==> config.mk <==
export PLATFORM = sky130hd
export DESIGN_NAME = cmp_seq_flat
export DESIGN_NICKNAME = d
export VERILOG_FILES = /design/src/rtl/cmp_seq_if.sv /design/src/rtl/cmp_seq.sv /design/src/flat_wrapper.sv
export SDC_FILE = /design/constraint.sdc
export NUM_CORES = 1
export LEC_CHECK = 0
export ABC_AREA = 1
export BUFFER_PORTS_ARGS = -buffer_cell sky130_fd_sc_hd__buf_2
export CAP_MARGIN = 25
export CORE_UTILIZATION = 47
export DETAILED_ROUTE_END_ITERATION = 10
export PLACE_DENSITY = 0.74
export SLEW_MARGIN = 20
export SYNTH_ARGS = -nofsm -noshare
export SYNTH_HDL_FRONTEND = slang
export SYNTH_SLANG_ARGS = --single-unit
==> constraint.sdc <==
create_clock -name clk -period 1.7 [get_ports clk]
set_clock_uncertainty 0.05 [all_clocks]
set_input_delay 0.17 -clock clk [delete_from_list [all_inputs] [get_ports clk]]
set_output_delay 0.17 -clock clk [all_outputs]
set_load 0.01 [all_outputs]
==> src/rtl/cmp_seq_if.sv <==
// Start/done handshake bundle for cmp_seq: operands in, status and result flags out.
interface cmp_seq_if #(
    parameter int unsigned WIDTH = 8
);
    logic             start;
    logic [WIDTH-1:0] a;
    logic [WIDTH-1:0] b;
    logic             ready;
    logic             busy;
    logic             done;
    logic             aeqb;
    logic             agtb;
    logic             altb;

    // Requester side: issues operands, observes status and flags.
    modport master (
        output start, a, b,
        input  ready, busy, done, aeqb, agtb, altb
    );

    // Comparator side.
    modport slave (
        input  start, a, b,
        output ready, busy, done, aeqb, agtb, altb
    );
endinterface

==> src/rtl/cmp_seq.sv <==
// cmp_seq: sequential magnitude comparator, one DIGIT-bit slice per cycle from the MSB,
// stopping at the first differing slice.
// Optional feature macro: CMP_SIGNED_EN (two's-complement operands). When it is defined,
// the capture path sign-extends and flips the top bit so the unsigned slice compare
// yields signed ordering; the compare logic is the same in both builds.
module cmp_seq #(
    parameter int unsigned WIDTH = 8,
    parameter int unsigned DIGIT = 2
) (
    input  logic      clk,
    input  logic      rst_n,
    cmp_seq_if.slave  bus
);
    localparam int unsigned NDIG = (WIDTH + DIGIT - 1) / DIGIT;
    localparam int unsigned EW   = NDIG * DIGIT;
    localparam int unsigned IW   = (NDIG > 1) ? $clog2(NDIG) : 1;

    typedef enum logic [1:0] {
        S_IDLE = 2'd0,
        S_RUN  = 2'd1,
        S_DONE = 2'd2
    } state_t;

    state_t          state;
    state_t          state_nxt;
    logic [EW-1:0]   a_q;
    logic [EW-1:0]   b_q;
    logic [IW-1:0]   idx;
    logic            aeqb_q;
    logic            agtb_q;
    logic            altb_q;

    logic            accept_c;
    logic [DIGIT-1:0] sa_c;
    logic [DIGIT-1:0] sb_c;
    logic            diff_c;
    logic            last_c;
    logic [EW-1:0]   a_ext_c;
    logic [EW-1:0]   b_ext_c;

    // Operand conditioning at capture: extension (and bias flip for signed builds).
    always_comb begin
`ifdef CMP_SIGNED_EN
        a_ext_c = EW'($signed(bus.a));
        b_ext_c = EW'($signed(bus.b));
        a_ext_c[EW-1] = ~a_ext_c[EW-1];
        b_ext_c[EW-1] = ~b_ext_c[EW-1];
`else
        a_ext_c = EW'(bus.a);
        b_ext_c = EW'(bus.b);
`endif
    end

    // Current slice compare and handshake acceptance.
    always_comb begin
        sa_c     = a_q[DIGIT * 32'(idx) +: DIGIT];
        sb_c     = b_q[DIGIT * 32'(idx) +: DIGIT];
        diff_c   = (sa_c != sb_c);
        last_c   = diff_c || (idx == '0);
        accept_c = (state != S_RUN) && bus.start;
    end

    // State register.
    always_ff @(posedge clk or negedge rst_n) begin
        if (!rst_n) begin
            state <= S_IDLE;
        end else begin
            state <= state_nxt;
        end
    end

    // Next-state logic.
    always_comb begin
        state_nxt = state;
        case (state)
            S_IDLE:  if (bus.start) state_nxt = S_RUN;
            S_RUN:   if (last_c)    state_nxt = S_DONE;
            S_DONE:  state_nxt = bus.start ? S_RUN : S_IDLE;
            default: state_nxt = S_IDLE;
        endcase
    end

    // Operand capture, slice index walk and result flags.
    always_ff @(posedge clk or negedge rst_n) begin
        if (!rst_n) begin
            a_q    <= '0;
            b_q    <= '0;
            idx    <= '0;
            aeqb_q <= 1'b0;
            agtb_q <= 1'b0;
            altb_q <= 1'b0;
        end else if (accept_c) begin
            a_q <= a_ext_c;
            b_q <= b_ext_c;
            idx <= IW'(NDIG - 1);
        end else if (state == S_RUN) begin
            if (diff_c) begin
                aeqb_q <= 1'b0;
                agtb_q <= (sa_c > sb_c);
                altb_q <= (sa_c < sb_c);
            end else if (idx == '0) begin
                aeqb_q <= 1'b1;
                agtb_q <= 1'b0;
                altb_q <= 1'b0;
            end else begin
                idx <= idx - IW'(1);
            end
        end
    end

    // Output decode from the registered state and flags.
    always_comb begin
        bus.ready = 1'b0;
        bus.busy  = 1'b0;
        bus.done  = 1'b0;
        bus.aeqb  = aeqb_q;
        bus.agtb  = agtb_q;
        bus.altb  = altb_q;
        case (state)
            S_IDLE:  bus.ready = 1'b1;
            S_RUN:   bus.busy  = 1'b1;
            S_DONE:  begin
                bus.ready = 1'b1;
                bus.done  = 1'b1;
            end
            default: bus.ready = 1'b0;
        endcase
    end
endmodule
==> src/flat_wrapper.sv <==
// flat-port wrapper written by rule: the top's interface ports become plain ports
module cmp_seq_flat 
#(
    parameter int unsigned WIDTH = 8,
    parameter int unsigned DIGIT = 2
)
  (clk, rst_n, bus_start, bus_a, bus_b, bus_ready, bus_busy, bus_done, bus_aeqb, bus_agtb, bus_altb);
  cmp_seq_if #(.WIDTH(WIDTH)) bus_i ();
  input  logic clk;
  input  logic rst_n;
  input wire logic [$bits(bus_i.start)-1:0] bus_start;
  input wire logic [$bits(bus_i.a)-1:0] bus_a;
  input wire logic [$bits(bus_i.b)-1:0] bus_b;
  output wire logic [$bits(bus_i.ready)-1:0] bus_ready;
  output wire logic [$bits(bus_i.busy)-1:0] bus_busy;
  output wire logic [$bits(bus_i.done)-1:0] bus_done;
  output wire logic [$bits(bus_i.aeqb)-1:0] bus_aeqb;
  output wire logic [$bits(bus_i.agtb)-1:0] bus_agtb;
  output wire logic [$bits(bus_i.altb)-1:0] bus_altb;
  assign bus_i.start = bus_start;
  assign bus_i.a = bus_a;
  assign bus_i.b = bus_b;
  assign bus_ready = bus_i.ready;
  assign bus_busy = bus_i.busy;
  assign bus_done = bus_i.done;
  assign bus_aeqb = bus_i.aeqb;
  assign bus_agtb = bus_i.agtb;
  assign bus_altb = bus_i.altb;
  cmp_seq #(.WIDTH(WIDTH), .DIGIT(DIGIT)) u_core (.clk(clk), .rst_n(rst_n), .bus(bus_i));
endmodule
# Word level (Yosys, flattened, before mapping)
# Index checks and enable logic that the tools add are counted.
# op_classes
add_sub_neg	1
mul	0
div	0
n_lt_le_gt_ge	2
eq_ne	8
n_shift	2
muxes	16
bitwise	1
n_reduce_logical	10
# ops
cell	count
$shiftx 8x4->2	2
$mux 2	6
$mux 1	9
$ne 2x1->1 const B	4
$pmux 2 s3	1
$reduce_and 3->1	2
$logic_not 2->1	2
$reduce_bool 2->1	2
$eq 2x1->1 const B	1
$eq 2x2->1 const B	1
$gt 2x2->1	1
$lt 2x2->1	1
$ne 2x2->1	1
$ne 2x2->1 const B	1
$reduce_and 2->1	1
$reduce_or 2->1	1
$sub 2x1->2 const B	1
$logic_and 1x1->1	1
$logic_or 1x1->1	1
$not 1->1	1
# word_totals
register_bits	23
latchBits	0
ram_bits	0
mem_bits_ro	0
inputBits	19
memories	0

# Logic depth before layout (Yosys ltp)
# depth
depth_word	5
mapped_depth	11
mapped_depth_nobuf	11

# Least setup slack after synthesis
# No wires, ideal clock.
# synth_timing
path_type	register to register
start	reg u_core.idx[0]
end	reg u_core.idx[0]
setup_ps	128
t_arrival_ps	1512
slack_ps	11
stages_incl_launch_ff	12
n_path_buf	1
path_cell_list	dfrtp_1 inv_2 buf_6 a21oi_1 o21ai_1 nand2_1 ha_1 nand2_1 nor2_1 nand2_1 nand2_1 nand3_1
# synth_between
elab_chain_len	5
word_cells_on_any_way	12
# synth_lines
item	line_no	text
start, declared	cmp_seq.sv:28	logic [IW-1:0] idx;
start signal, assigned	cmp_seq.sv:95	idx <= IW'(NDIG - 1);
start signal, assigned	cmp_seq.sv:106	idx <= idx - IW'(1);
parallel branches: the longest is 5 deep, another holds $shiftx 8x4->2	-	
# Several ways; the timed one is not identified. The select of a mux whose other input is x is not followed.
# A chain may end at the register's enable or synchronous reset.

# Worst setup path in the final report
# Same ends and word-level chain as after synthesis.

==> impl_metrics.json <==
{
  "clkPwrFrac_pct": 8.5,
  "p_int_w": 0.00165,
  "antenna_cells": 0,
  "syn_area_per_cell_um2": 8.01,
  "worstRegToRegCells": 10,
  "gr-usage-all-layers_pct": 22.2,
  "synth_enable_flop_cells": 0,
  "min_path_cells": 3,
  "r2r_slack_ps": -50,
  "worst_pin_slew_ps": 505,
  "rsz0062_at_grt": "true",
  "synth_commonest_cells": "51 x nand2_1, 23 x dfrtp_1, 22 x nand3_1",
  "p_seq_share_pct": 32.6,
  "io_buffers": 24,
  "core_um2": 2230,
  "grt_pass1_wl_mm": 4.14,
  "yosysSeqAreaShare_pct": 50.9,
  "cpMostUsedCell": "nand2_2",
  "power_density_nw_per_um2": 2180,
  "antenna_found_initial": 0,
  "slew_violations": 0,
  "hpwl_mm": 1.68,
  "ant_nets": 0,
  "chipHeight_um": 51.0,
  "die_w_um": 51.0,
  "netlist_area_um2": 1130,
  "cp.buffers_inverters": 1,
  "fmax_mhz": 572,
  "path_delay_family": "simple AND/OR/NAND/NOR gates",
  "relSlewSlack_pct": 66.3,
  "wl_per_cell_um": 12.2,
  "yosysWarnings": 0,
  "cp-start-kind": "register",
  "crit_chain": "buf_4, nand2_1, nand3_1, nand2_2, ha_4, nand2_2, nor2_4, nand2_2, nand2_1, nand3_2",
  "hp-class": "in2reg",
  "hp-start": "bus_b[7]",
  "cts_buffers": 3,
  "ys_seq_elements": 23,
  "r2r_end": "u_core.idx[0]",
  "drt-total-wl_mm": 2.43,
  "fin_crit_ps": 1750,
  "fp-row-count": 17,
  "critPathArrivalTime_ps": 1910,
  "status": "finished, violations left",
  "yosysUniqueCellTypes": 17,
  "ys.flop_type": "dfrtp_1",
  "grt_max_degree": 24,
  "synth_area_leader_cell": "dfrtp_1",
  "worstHoldEndpoint": "u_core.b_q[7]",
  "setup_violations": 3,
  "area_delta_synth_final_pct": 24.9,
  "h-tree-depth": 1,
  "grt_pass1_vias": 989,
  "ios": 25,
  "yosysMostFrequentCell": "nand2_1",
  "tns_ps": -72.7,
  "async_flop_share_pct": 100,
  "via_per_inst": 5.08,
  "synth_nets": 163,
  "nFillCells": 203,
  "timing.final.ws_setup_ps": -49.2,
  "gp_congestion": 0.790,
  "synth_area_leaders": "dfrtp_1 51%, nand2_1 17%, nand3_1 9.7%, nor2_1 3.7%, ha_1 3.3%",
  "cts-root-buf": "clkbuf_4",
  "rr_startpoint": "u_core.idx[0]",
  "leakage_nw": 0.763,
  "path_max_fanout": 4,
  "vias": 1010,
  "cpMaxStageDelayCell": "dfrtp_2",
  "cts_buffer_depth": 2,
  "first_iter_violations": 27,
  "grt_overflow": 0,
  "worstSetupPathType": "reg2reg",
  "path_clk_slew_ps": 130,
  "drc": 0,
  "synth_top_area_share_pct": 50.9,
  "drive_above_1_share_pct": 35.1,
  "p_comb_share_pct": 58.8,
  "cts.sinks": 23,
  "nets": 194,
  "clock_latency_ps": 320,
  "hold_viol": 0,
  "period_share_pct": 103,
  "violations": "setup timing",
  "crit_path_end_kind": "register",
  "netlist_instances": 141,
  "die_area_um2": 2600,
  "required_ps": 1860,
  "p_sw_w": 0.00143,
  "initial_core_util_pct": 50.6,
  "holdWs_ps": 14.2,
  "swShare_pct": 46.4,
  "post_dp_cell_area_um2": 1270,
  "max-vdd-ir-drop_mv": 1.16,
  "p_total_w": 0.00308,
  "fin_area_um2": 1410,
  "critical-path-max-stage-delay_ps": 460,
  "timing.max_cap.violations": 0,
  "cts_tree": "built",
  "first_pass_iters": 4
}
==> how the worst max path moves through the flow <==
stage                       start            end  cells after the start  slack, ps
global route        u_core.idx[0]  u_core.idx[1]                     10       -110
detailed placement  u_core.idx[0]  u_core.idx[0]                      9       -120
finish              u_core.idx[0]  u_core.idx[0]                     10        -50
CTS                 u_core.idx[0]  u_core.idx[0]                      9        -20
global placement    u_core.idx[0]  u_core.idx[1]                      9         -6
floorplan           u_core.idx[0]  u_core.idx[0]                     11         10
==> final cells by class <==
cell class,instances,area [µm²],area share (%)
sequential,23,577,40.9
tap,28,35.0,2.48
timing repair buffer,31,179,12.7
timing repair inverter,1,7.51,0.532
inverter,11,43.8,3.10
clock inverter,1,5.00,0.355
multi-input combinational,101,542,38.4
clock buffer,3,22.5,1.60
==> layout by cell type (no fill, tap or decap), types with 2 or more instances in the layout <==
master     n
nor2_1     6
o21ai_2    2
nand2_1   47
nand2_2    5
inv_2      3
nand3_1   19
inv_1      7
dfrtp_1   22
buf_2     24
ha_1       2
a21oi_1    4
nand3_2    3
buf_4      5
nor2_2     4
nor2_4     2
o21ai_1    3
clkbuf_4   3
==> power groups by stage <==
stage | sequential (W) | clock [W] | combinational [W]
floorplan | 0.000966 | 0 | 0.00103
global placement | 0.000974 | 0 | 0.00134
finish | 0.00100 | 0.000263 | 0.00181
CTS | 0.000995 | 0.000264 | 0.00159
detailed placement | 0.000983 | 0 | 0.00139
global route | 0.00104 | 0.000281 | 0.00206
==> state kept, by name (all words and copies together), names as in the netlist <==
register	cells
u_core.bus.altb	1
u_core.bus.agtb	1
u_core.b_q	8
u_core.a_q	8
u_core.idx	2
u_core.bus.aeqb	1
u_core.state	2
==> logic make-up (layout without fill, tap and decap cells) <==
| logic type | after synthesis | in the layout | share of synthesized area (%) |
|---|---|---|---|
| flops | 23 | 23 | 50.9 |
| simple gates | 87 | 87 | 32.9 |
| compound gates | 11 | 11 | 5.20 |
| buf+inv | 17 | 47 | 7.64 |
| fa+ha+maj | 3 | 3 | 3.32 |
==> worst reg2reg max path, cell delays in order, from the launching register on <==
cell	delay (ps)
dfrtp_2	460
buf_4	150
nand2_1	60
nand3_1	130
nand2_2	90
ha_4	270
nand2_2	80
nor2_4	110
nand2_2	70
nand2_1	90
nand3_2	80
==> through the flow <==
step | utilization (%) | setup slack (ps) | cells
after floorplan | - | 10.6 | 141
after global placement | 56.9 | -5.73 | 191
after detailed placement | 56.9 | -123 | 191
after CTS | 61.1 | -17.7 | 199
after global routing | 63.2 | -113 | 199
final | 63.2 | -49.2 | 199
==> what timing repair did <==
item	4_1_cts	5_1_grt
gates cloned	1	0
setup buffers	2	0
resized for setup	11	12
pin swaps	2	8
endpoints found under the setup margin	5	7
endpoints found under the hold margin	23	0
hold buffers	1	0
==> layer usage <==
layer  vias up  track usage [%]  wire length [µm]
met3         9             3.57               105
met2        35             37.5              1250
met1       462             25.7               986
met4         0             14.8                89
li1        504                -                 -
met5         -                0                 0
(Power assumes the default switching activity.)
